[config.mk]
export PLATFORM = sky130hd
export DESIGN_NAME = ram_dp_clr_flat
export DESIGN_NICKNAME = d
export VERILOG_FILES = /design/src/rtl/ram_dp_clr_if.sv /design/src/rtl/ram_dp_clr.sv /design/src/flat_wrapper.sv
export SDC_FILE = /design/constraint.sdc
export NUM_CORES = 1
export LEC_CHECK = 0
export CAP_MARGIN = 20
export CORE_ASPECT_RATIO = 0.9
export CORE_MARGIN = 2
export CORE_UTILIZATION = 50
export CTS_CLUSTER_DIAMETER = 30
export DETAILED_ROUTE_END_ITERATION = 8
export HOLD_SLACK_MARGIN = 0.06
export PLACE_DENSITY = 0.71
export SLEW_MARGIN = 10
export SYNTH_ARGS = -nofsm -noshare
export SYNTH_HDL_FRONTEND = slang
export SYNTH_SLANG_ARGS = --single-unit
[constraint.sdc]
create_clock -name clk -period 1.9 [get_ports clk]
set_input_delay 0.475 -clock clk [delete_from_list [all_inputs] [get_ports clk]]
set_output_delay 0.475 -clock clk [all_outputs]
set_load 0.005 [all_outputs]
[src/rtl/ram_dp_clr_if.sv]
// Request/response bundle between the RAM agents and ram_dp_clr.
// The master drives write/read requests; the slave returns read data and status.
interface ram_dp_clr_if #(
    parameter int ADDR_W = 4,
    parameter int DATA_W = 8
);
    logic              wr_enb;
    logic [ADDR_W-1:0] wr_addr;
    logic [DATA_W-1:0] wr_data;
    logic              rd_enb;
    logic [ADDR_W-1:0] rd_addr;
    logic [DATA_W-1:0] rd_data;
    logic              rd_valid;
    logic              init_busy;
    logic              wr_drop;
    logic              rd_drop;

    modport master (
        output wr_enb, wr_addr, wr_data, rd_enb, rd_addr,
        input  rd_data, rd_valid, init_busy, wr_drop, rd_drop
    );

    modport slave (
        input  wr_enb, wr_addr, wr_data, rd_enb, rd_addr,
        output rd_data, rd_valid, init_busy, wr_drop, rd_drop
    );
endinterface

[src/rtl/ram_dp_clr.sv]
// Simple dual-port RAM with registered, write-first reads and a post-reset
// clear sequence that fills every location with INIT_VAL before accepting traffic.
module ram_dp_clr #(
    parameter int                ADDR_W   = 4,
    parameter int                DATA_W   = 8,
    parameter int                DEPTH    = 16,
    parameter logic [DATA_W-1:0] INIT_VAL = '0
) (
    input logic         clk,
    input logic         rst,
    ram_dp_clr_if.slave bus
);
    typedef enum logic {INIT, RUN} state_t;

    state_t            state;
    logic [ADDR_W-1:0] clr_ptr;
    logic [DATA_W-1:0] mem [DEPTH];

    // No reset on the array. While rst is held, state/clr_ptr sit at INIT/0,
    // so the extra writes of INIT_VAL to location 0 are harmless.
    always_ff @(posedge clk) begin
        if (state == INIT) begin
            mem[clr_ptr] <= INIT_VAL;
        end else if (bus.wr_enb) begin
            mem[bus.wr_addr] <= bus.wr_data;
        end
    end

    always_ff @(posedge clk or posedge rst) begin
        if (rst) begin
            state         <= INIT;
            clr_ptr       <= '0;
            bus.init_busy <= 1'b1;
            bus.wr_drop   <= 1'b0;
            bus.rd_drop   <= 1'b0;
            bus.rd_valid  <= 1'b0;
            bus.rd_data   <= '0;
        end else begin
            case (state)
                INIT: begin
                    clr_ptr      <= clr_ptr + ADDR_W'(1);
                    bus.wr_drop  <= bus.wr_enb;
                    bus.rd_drop  <= bus.rd_enb;
                    bus.rd_valid <= 1'b0;
                    if (clr_ptr == ADDR_W'(DEPTH - 1)) begin
                        state         <= RUN;
                        bus.init_busy <= 1'b0;
                    end
                end
                RUN: begin
                    bus.wr_drop  <= 1'b0;
                    bus.rd_drop  <= 1'b0;
                    bus.rd_valid <= bus.rd_enb;
                    // Write-first: a same-address write bypasses the array.
                    if (bus.rd_enb) begin
                        if (bus.wr_enb && (bus.wr_addr == bus.rd_addr)) begin
                            bus.rd_data <= bus.wr_data;
                        end else begin
                            bus.rd_data <= mem[bus.rd_addr];
                        end
                    end
                end
                default: state <= INIT;
            endcase
        end
    end
endmodule

[src/flat_wrapper.sv]
// flat-port wrapper written by rule: the top's interface ports become plain ports
module ram_dp_clr_flat 
#(
    parameter int                ADDR_W   = 4,
    parameter int                DATA_W   = 8,
    parameter int                DEPTH    = 16,
    parameter logic [DATA_W-1:0] INIT_VAL = '0
)
  (clk, rst, bus_wr_enb, bus_wr_addr, bus_wr_data, bus_rd_enb, bus_rd_addr, bus_rd_data, bus_rd_valid, bus_init_busy, bus_wr_drop, bus_rd_drop);
  ram_dp_clr_if #(.ADDR_W(ADDR_W), .DATA_W(DATA_W)) bus_i ();
  input logic clk;
  input logic rst;
  input wire logic [$bits(bus_i.wr_enb)-1:0] bus_wr_enb;
  input wire logic [$bits(bus_i.wr_addr)-1:0] bus_wr_addr;
  input wire logic [$bits(bus_i.wr_data)-1:0] bus_wr_data;
  input wire logic [$bits(bus_i.rd_enb)-1:0] bus_rd_enb;
  input wire logic [$bits(bus_i.rd_addr)-1:0] bus_rd_addr;
  output wire logic [$bits(bus_i.rd_data)-1:0] bus_rd_data;
  output wire logic [$bits(bus_i.rd_valid)-1:0] bus_rd_valid;
  output wire logic [$bits(bus_i.init_busy)-1:0] bus_init_busy;
  output wire logic [$bits(bus_i.wr_drop)-1:0] bus_wr_drop;
  output wire logic [$bits(bus_i.rd_drop)-1:0] bus_rd_drop;
  assign bus_i.wr_enb = bus_wr_enb;
  assign bus_i.wr_addr = bus_wr_addr;
  assign bus_i.wr_data = bus_wr_data;
  assign bus_i.rd_enb = bus_rd_enb;
  assign bus_i.rd_addr = bus_rd_addr;
  assign bus_rd_data = bus_i.rd_data;
  assign bus_rd_valid = bus_i.rd_valid;
  assign bus_init_busy = bus_i.init_busy;
  assign bus_wr_drop = bus_i.wr_drop;
  assign bus_rd_drop = bus_i.rd_drop;
  ram_dp_clr #(.ADDR_W(ADDR_W), .DATA_W(DATA_W), .DEPTH(DEPTH), .INIT_VAL(INIT_VAL)) u_core (.clk(clk), .rst(rst), .bus(bus_i));
endmodule
Yosys cells after proc, flatten, opt, wreduce, memory -nomap -nowiden
Memory sizes are Yosys's and may differ from the RTL's. A register that Yosys moved wholly into a read port is not among the register bits.
Cells that the tools add are included.
{"block": "totals", "reg_bits": 9, "ramBits": 128, "input_bits": 20, "word_cells": 25, "mem_count": 1}
{"block": "classes", "add_sub_neg": 1, "eq_ne": 1, "mux": 12, "bitwise_logic": 1, "reduce_logical": 3}
{"memory": "u_core.mem", "words": 16, "word_bits": 8, "read_ports": 1, "rd_clocked_by_memory_dff": 1, "wr": 1, "line": "ram_dp_clr.sv:17", "rtl": "logic [DATA_W-1:0] mem [DEPTH];"}
{"op": "$mux 8", "count": 1}
{"op": "$reduce_or 8->1", "count": 1}
{"op": "$mux 1", "count": 7}
{"op": "$pmux 1 s2", "count": 3}
{"op": "$add 4x1->4 const B", "count": 1}
{"op": "$eq 4x4->1 const B", "count": 1}
{"op": "$mux 4", "count": 1}
{"op": "$reduce_and 2->1", "count": 2}
{"op": "$not 1->1", "count": 1}

Logic depth before layout (Yosys ltp)
Gate-level depths: netlist of the first run.
{"block": "depth", "word_depth": 5, "depth_mapped": 8, "depth_no_buf": 5}

Least setup slack after synthesis of the first run
Ideal clock, no wire load.
{"block": "synth_timing", "path_type": "reg2reg", "start": "reg u_core.state", "end": "mem u_core.mem[12][0] (enable)", "setup_time_ns": 0.370, "arrival_time_ns": 1.640, "t_required_ns": 1.530, "path_slack_ns": -0.110, "stages_incl_launch_ff": 6, "n_path_buf": 3, "period_less_slack_ns": 2.010, "path_cell_list": "dfrtp_1 > buf_2 > clkbuf_1 > clkbuf_1 > a41oi_1 > nor2_1"}
{"block": "synth_between", "elab_chain_len": 4}
{"element": "from (decl)", "line": "ram_dp_clr.sv:15", "rtl": "state_t state;"}
{"element": "from (signal assigned)", "line": "ram_dp_clr.sv:31", "rtl": "state <= INIT;"}
{"element": "from (signal assigned)", "line": "ram_dp_clr.sv:46", "rtl": "state <= RUN;"}
{"element": "from (signal assigned)", "line": "ram_dp_clr.sv:63", "rtl": "default: state <= INIT;"}
{"element": "$mux 1", "line": "ram_dp_clr.sv:22", "rtl": "if (state == INIT) begin"}
{"element": "$mux 1 (implied by the code)", "line": "ram_dp_clr.sv:25", "rtl": "mem[bus.wr_addr] <= bus.wr_data;"}
{"element": "$reduce_or 8->1 (no source line)"}
{"element": "$mux 4 (no source line) or $mux 1 (tied branches)"}
{"element": "to (decl)", "line": "ram_dp_clr.sv:17"}
Several ways; a longest one is shown, not always the timed one.

Final worst setup path of the first run
{"block": "layout_timing", "start": "reg u_core.state", "end": "reg u_core.bus.rd_data[3] (read register of u_core.mem)"}
{"block": "layout_between", "elab_chain_len": 1}
{"element": "$reduce_and 2->1 (no source line)"}
{"element": "to (decl)", "line": "ram_dp_clr_if.sv:25", "rtl": "output rd_data, rd_valid, init_busy, wr_drop, rd_drop"}
Every way passes these cells.
A chain may end at the register's enable or synchronous reset.

==> flow_summary.ini, run 1 <==
[outcome]
outcome = finished clean

[timing]
worst_clock_skew_ns = 0.00914
tightest_slew_ns = 0.652
setup_viol = 0
timing.fmax_mhz = 528
rsz0062_at_grt = yes
report.final.slew_viol_count = 0
holdWs_ns = 0.365
finalCritPeriodShare_pct = 99.8
totalNegativeSetupSlack_ns = 0
hold_violations = 0
timing.max_slew.rel_slack_pct = 56.3
period_needed_ns = 1.90

[floorplan]
floorplan.die.height_um = 108
ios = 32
initial_core_util_pct = 51.7
core_um2 = 11600
horizontal_die_dimension_um = 119
num_rows = 37
die_area_um2 = 12900

[pwr]
ir_drop_uv = 1150
power_density_nw_per_um2 = 923
power.leakage_uw = 0.00297
totalPowerFinal_uw = 7070

[synth]
yosys_register_bits = 145
yosys.area_share.simple_pct = 5.37
synth_instances = 315
mappedNetlistArea_um2 = 5990
synth_adder_area_share_pct = 0.209
synth_compound_area_share_pct = 5.54
netlist-cell-type-count = 41
share_of_synthesized_flip_flops_with_an_asynchronous_set_or_reset_pct = 11.7
synth.area.mux_share_pct = 13.8
synth_xor_area_share_pct = 1.17
yosys_warnings = 0
synth.yosys.seq_area_share_pct = 71.3
synthFlopType = sky130_fd_sc_hd__edfxtp_1
syn_area_per_cell_um2 = 19.0
syn_nets = 336
synth_edf_count = 128
synth_top_family_by_area = multiplexers

[cells_and_area]
num_antenna_cells = 0
num-nets-final = 430
area.growth.synth_to_final_pct = 27.9
final_layout_size_suffix_gt1_share_pct = 30.3
layout.core_utilization_pct = 66.1
fin_cells = 578

[job]
cap_violations = 0

[clock_tree]
path_clk_slew_ns = 0.06
root_buffer = sky130_fd_sc_hd__clkbuf_16
cts_buffer_depth = 2
skew_pair_late_insertion_delay_ns = 0.42
cts.hold.buffers_added = 0
numCtsBuffers = 17
cts_tree = done
cts_htree_levels = 4
cts.sinks = 145

[drt]
wire_per_inst_um = 22.0
firstDrtPassIters = 5
via_count = 3289
route.antenna.remaining_nets = 0
met2_wirelength_um = 6230
drcViolationCount = 0
top_layer = met4
routed-wl-met3_um = 834
post_drt_via_cell_ratio = 5.69
drt_first_iter_violations = 220
route.final.wire_length_um = 12700
routedLengthMet1_um = 5420

[placed_design]
detailed_place_hpwl_um = 8430
post-place-cells = 542
globalplace.congestion = 0.797
port-buffer-count = 31

[grt]
first_global_vias = 3331
grt_first_pass_wirelength_um = 19400
all_layer_global_routing_usage_pct = 21.4
overflow = 0
antenna_found_initial = 0
grt_start_max_net_pins = 18

[critical_path]
critPathArrivalTime_ns = 2.19
category_of_the_most_critical_setup_path = reg2reg
crit_path_start_kind = flop
critical_path_end_type = flop
maximum_fanout_encountered_on_the_critical_timing_path = 6
worst-endpoint-required_ns = 2.19

[min_path]
classification_of_the_worst_slack_hold_path = in2async
==> timing repair <==
| item | CTS | global route |
|---|---|---|
| resized for setup | 9 | 18 |
| pin swaps | 1 | 7 |
| cloned | 1 | 0 |
| setup buffers | 0 | 3 |
| setup endpoints to repair | 129 | 64 |
==> synthesized netlist by cell type, drive strengths merged, types with 2 or more instances <==
library cell / instances / area share, %
inv: 4 / 0.25
a211oi: 4 / 0.50
nand3b: 2 / 0.25
nand3: 3 / 0.33
a31oi: 3 / 0.31
and2: 7 / 0.73
mux4: 32 / 14
xnor2: 8 / 1.2
nor2: 21 / 1.3
a221o: 8 / 1.3
a22oi: 16 / 2.0
dfrtp: 16 / 6.7
nor2b: 5 / 0.52
nand2: 8 / 0.50
clkbuf: 11 / 0.71
nor3: 2 / 0.17
buf: 10 / 1.6
and3: 10 / 1.0
a21oi: 2 / 0.17
a21o: 2 / 0.25
edfxtp: 128 / 64
nor3b: 2 / 0.25
==> layout by cell type, fill, tap and decap left out, types with 7 or more instances in the layout <==
cell type / count
sky130_fd_sc_hd__a22oi_1: 15
sky130_fd_sc_hd__and3_1: 10
sky130_fd_sc_hd__dfrtp_1: 14
sky130_fd_sc_hd__edfxtp_1: 128
sky130_fd_sc_hd__clkbuf_16: 17
sky130_fd_sc_hd__clkdlybuf4s50_1: 23
sky130_fd_sc_hd__nor2_2: 9
sky130_fd_sc_hd__buf_12: 12
sky130_fd_sc_hd__nor2_1: 10
sky130_fd_sc_hd__nand2_1: 7
sky130_fd_sc_hd__mux4_1: 25
sky130_fd_sc_hd__a221o_1: 8
sky130_fd_sc_hd__mux4_2: 7
sky130_fd_sc_hd__buf_4: 51
==> metal layers <==
layer | vias to the layer above | GRT usage [%]
met4 | 0 | 6.81
li1 | 1492 | -
met1 | 1666 | 28.8
met5 | - | 0
met2 | 113 | 34.6
met3 | 18 | 5.51
==> state kept, by name (all words and copies together), names as in the netlist <==
register,count
u_core.clr_ptr,4
u_core.mem,128
u_core.bus.rd_data,8
u_core.bus.rd_drop,1
u_core.bus.rd_valid,1
u_core.bus.init_busy,1
u_core.bus.wr_drop,1
u_core.state,1
==> path summary, 6_finish.rpt <==
check / start / end / slack, ns / cells after the start
max: u_core.state$_DFF_PP0_ / u_core.bus.rd_data[3]$_DFFE_PP0P_ / 0.005 / 7
min: rst / u_core.clr_ptr[1]$_DFFE_PP0N_ / 0.36 / 3
min in group clk: u_core.bus.init_busy$_DFFE_PP1P_ / u_core.bus.init_busy$_DFFE_PP1P_ / 0.45 / 1
max in group asynchronous: rst / u_core.bus.init_busy$_DFFE_PP1P_ / 1.29 / 3
max reg2reg: u_core.state$_DFF_PP0_ / u_core.bus.rd_data[3]$_DFFE_PP0P_ / 0.005 / 7
min reg2reg: u_core.bus.init_busy$_DFFE_PP1P_ / u_core.bus.init_busy$_DFFE_PP1P_ / 0.45 / 1
==> layout make-up <==
type / count / area, um^2
Sequential cell: 145 / 4270
Fill cell: 779 / 3920
Multi-Input combinational cell: 145 / 1650
Timing Repair Buffer: 96 / 975
Clock buffer: 19 / 433
Tap cell: 156 / 195
Clock inverter: 13 / 115
Inverter: 4 / 15.0
==> critical path, cell delays in order (launching register included) <==
cell and delay (ns):
sky130_fd_sc_hd__dfrtp_2 0.43, sky130_fd_sc_hd__buf_6 0.14, sky130_fd_sc_hd__a21o_1 0.16, sky130_fd_sc_hd__a21o_1 0.16, sky130_fd_sc_hd__a221oi_2 0.30, sky130_fd_sc_hd__buf_4 0.22, sky130_fd_sc_hd__nor2_4 0.05, sky130_fd_sc_hd__a221o_1 0.31
==> power by group <==
group / switching, uW / internal, uW / total, uW / leakage (uW)
Sequential: 11.8 / 3500 / 3520 / 0.00153
Combinational: 241 / 257 / 497 / 0.00118
Clock: 1260 / 1790 / 3050 / 0.000251
Total: 1510 / 5550 / 7070 / 0.00297
==> through the flow <==
| step | setup slack [ns] | area [um^2] |
|---|---|---|
| 2_1_floorplan | -0.110 | 6020 |
| 3_3_place_gp | -0.552 | 6980 |
| 3_5_place_dp | -0.585 | 6980 |
| 4_1_cts | 0.00305 | 7570 |
| 5_1_grt | -0.0426 | 7650 |
| 6_report | 0.00473 | 7650 |
==> logic make-up (layout without fill, tap and decap cells) <==
kind of cell / after synthesis / count (layout)
DFF: 145 / 145
xor gates and xnor gates: 8 / 8
buffers and inverters: 25 / 132
muxes: 33 / 33
adders and majority gates: 1 / 1
AOI/OAI and AO/OA: 41 / 41
and+or+nand+nor: 62 / 62
No activity file was read; power rests on OpenSTA's default activity.
==> run 2: changes to the inputs <==
--- a/config.mk
+++ b/config.mk
@@ -5,6 +5,7 @@
 export SDC_FILE = /design/constraint.sdc
 export NUM_CORES = 1
 export LEC_CHECK = 0
+export ABC_CLOCK_PERIOD_IN_PS = 1900
 export CAP_MARGIN = 20
 export CORE_ASPECT_RATIO = 0.9
 export CORE_MARGIN = 2
==> results of run 2 <==
Same layout as run 1: the final DEF is identical, and so are final timing and power.
==> run 3: changes to the inputs <==
--- a/config.mk
+++ b/config.mk
@@ -14,6 +14,7 @@
 export DETAILED_ROUTE_END_ITERATION = 8
 export HOLD_SLACK_MARGIN = 0.06
 export PLACE_DENSITY = 0.71
+export REMOVE_ABC_BUFFERS = 1
 export SLEW_MARGIN = 10
 export SYNTH_ARGS = -nofsm -noshare
 export SYNTH_HDL_FRONTEND = slang
==> run 3 against run 2 <==
Effect of this change:
- critical path depth stayed put
- highest routed layer unchanged
- critical endpoint is now u_core.bus.rd_data[6]$_DFFE_PP0P_
- first-iteration DRC count grew 65%
- register-to-register slack gained 0.08 ns
- largest power group unchanged
==> flow_summary.ini, run 3 (synthesis results as in run 1) <==
[timing]
timing.max_slew.rel_slack_pct = 66.1
report.final.slew_viol_count = 0
worst_clock_skew_ns = 0.00966
tightest_slew_ns = 0.506
setup_viol = 0
period_needed_ns = 1.83
timing.fmax_mhz = 546
finalCritPeriodShare_pct = 96.5
rsz0062_at_grt = no
hold_violations = 0

[clock_tree]
cts.sinks = 145
cts_tree = done
root_buffer = sky130_fd_sc_hd__clkbuf_16
cts_buffer_depth = 2
skew_pair_late_insertion_delay_ns = 0.42
path_clk_slew_ns = 0.06
cts_htree_levels = 4
numCtsBuffers = 17

[pwr]
p_int_uw = 5860
power.sequential.fraction_pct = 46.9
power.leakage_uw = 0.00298
p_switching_uw = 1640
clkPwrFrac_pct = 46.6
sw_frac_of_total_pct = 21.9
ir_drop_uv = 824
combPwrFrac_pct = 6.5
power_density_nw_per_um2 = 989

[cells_and_area]
num_antenna_cells = 0
reg_top3 = u_core.mem: 128 flops, u_core.bus.rd_data: 8 flops, u_core.clr_ptr: 4 flops
fin_cells = 571
layout.cells.most_common_list = sky130_fd_sc_hd__edfxtp_1, sky130_fd_sc_hd__buf_4, sky130_fd_sc_hd__mux4_1, sky130_fd_sc_hd__clkdlybuf4s50_1
num-nets-final = 423
final_layout_size_suffix_gt1_share_pct = 28.4
largest_register_ff_count = 128
top_register = u_core.mem
final_common_cell = sky130_fd_sc_hd__edfxtp_1
area.growth.synth_to_final_pct = 26.7
layout.core_utilization_pct = 65.5

[grt]
first_global_vias = 3446
overflow = 0
all_layer_global_routing_usage_pct = 22.3
antenna_found_initial = 0
grt_start_max_net_pins = 18
grt_first_pass_wirelength_um = 20400

[critical_path]
crit_path_start_kind = input port
category_of_the_most_critical_setup_path = in2reg
critical_path_end_type = flop
r2r_setup_slack_ns = 0.08
r2r.worst_path.cells = 7
critPathArrivalTime_ns = 2.13
maximum_fanout_encountered_on_the_critical_timing_path = 4
worst-endpoint-required_ns = 2.20

[drt]
routed-wl-met3_um = 972
route.final.wire_length_um = 13300
drt_first_iter_violations = 362
top_layer = met4
firstDrtPassIters = 4
via_count = 3398
route.antenna.remaining_nets = 0
drcViolationCount = 0
post_drt_via_cell_ratio = 5.95
routedLengthMet1_um = 5730
met2_wirelength_um = 6390
wire_per_inst_um = 23.3

[placed_design]
globalplace.congestion = 0.866
post-place-cells = 536
detailed_place_hpwl_um = 8890
port-buffer-count = 31

[floorplan]
horizontal_die_dimension_um = 119
floorplan.die.height_um = 108
core_um2 = 11600
die_area_um2 = 12900
initial_core_util_pct = 51.7
num_rows = 37
ios = 32

[min_path]
classification_of_the_worst_slack_hold_path = in2async

[outcome]
outcome = finished clean

[job]
cap_violations = 0
[run 3: cell count changes in the layout (fill, tap and decap cells not counted), sizes merged, moves of 2 or more]
cell / previous run / this run
buf: 65 / 58
bufinv: 1 / 3
clkinvlp: 5 / 1
dlygate4sd2: 4 / 2
inv: 5 / 10
[run 3: worst max-delay path, cell delays in order]
cell and delay (ns):
sky130_fd_sc_hd__clkdlybuf4s50_1 0.46, sky130_fd_sc_hd__nand3b_1 0.20, sky130_fd_sc_hd__a21o_1 0.19, sky130_fd_sc_hd__a221oi_4 0.30, sky130_fd_sc_hd__buf_4 0.18, sky130_fd_sc_hd__a211oi_1 0.05, sky130_fd_sc_hd__a221o_1 0.28
[run 3: metrics by stage]
step	power (uW)	instance area [um^2]	setup slack, ns	TNS [ns]	hold slack [ns]
CTS	7520	7530	0.00350	0	0.375
global placement	4040	6850	-0.600	-75.74	0.446
detailed placement	4050	6850	-0.674	-81.46	0.450
finish	7500	7580	0.0670	0	0.375
global route	7710	7580	0.00606	0	0.401
floorplan	3760	5850	-0.150	-5.70	0.400
[run 3: final timing paths]
kind | from | endpoint
min in group clk | bus_wr_enb | u_core.bus.wr_drop$_DFF_PP0_
max in group asynchronous | rst | u_core.bus.init_busy$_DFFE_PP1P_
worst max register to register | u_core.clr_ptr[3]$_DFFE_PP0N_ | u_core.bus.rd_data[6]$_DFFE_PP0P_
worst max-delay path | bus_wr_addr[1] | u_core.bus.rd_data[6]$_DFFE_PP0P_
worst min register to register | u_core.bus.init_busy$_DFFE_PP1P_ | u_core.bus.init_busy$_DFFE_PP1P_
worst min-delay path | rst | u_core.bus.rd_valid$_DFF_PP0_
[run 3: metal layers]
layer,global-route usage [%],vias up
met5,0,-
met4,8.40,0
met3,5.46,14
met2,34.4,157
met1,31.2,1739
li1,-,1488
[run 3: repair_timing]
| item | in CTS | in global routing |
|---|---|---|
| endpoints found under the hold margin | 0 | 0 |
| gates cloned | 1 | 0 |
| hold buffers | 0 | 0 |
| endpoints found under the setup margin | 129 | 14 |
| resized for setup | 12 | 14 |
| pin swaps | 1 | 4 |
| buffers inserted | 1 | 1 |
[run 3: final cells by class]
cell class                 instances  area [um^2]
clock buffer                      17          425
clock inverter                    15          196
fill                             758         3990
inverter                           4         15.0
multi-input combinational        145         1620
sequential                       145         4270
tap                              156          195
timing repair buffer              89          857
[run 3: power groups by stage]
stage	registers [uW]	clock network, uW	logic, uW
after CTS	3520	3520	482
after floorplan	3580	0	183
final	3520	3490	489
after detailed placement	3580	0	465
after global placement	3580	0	455
after global routing	3520	3670	521
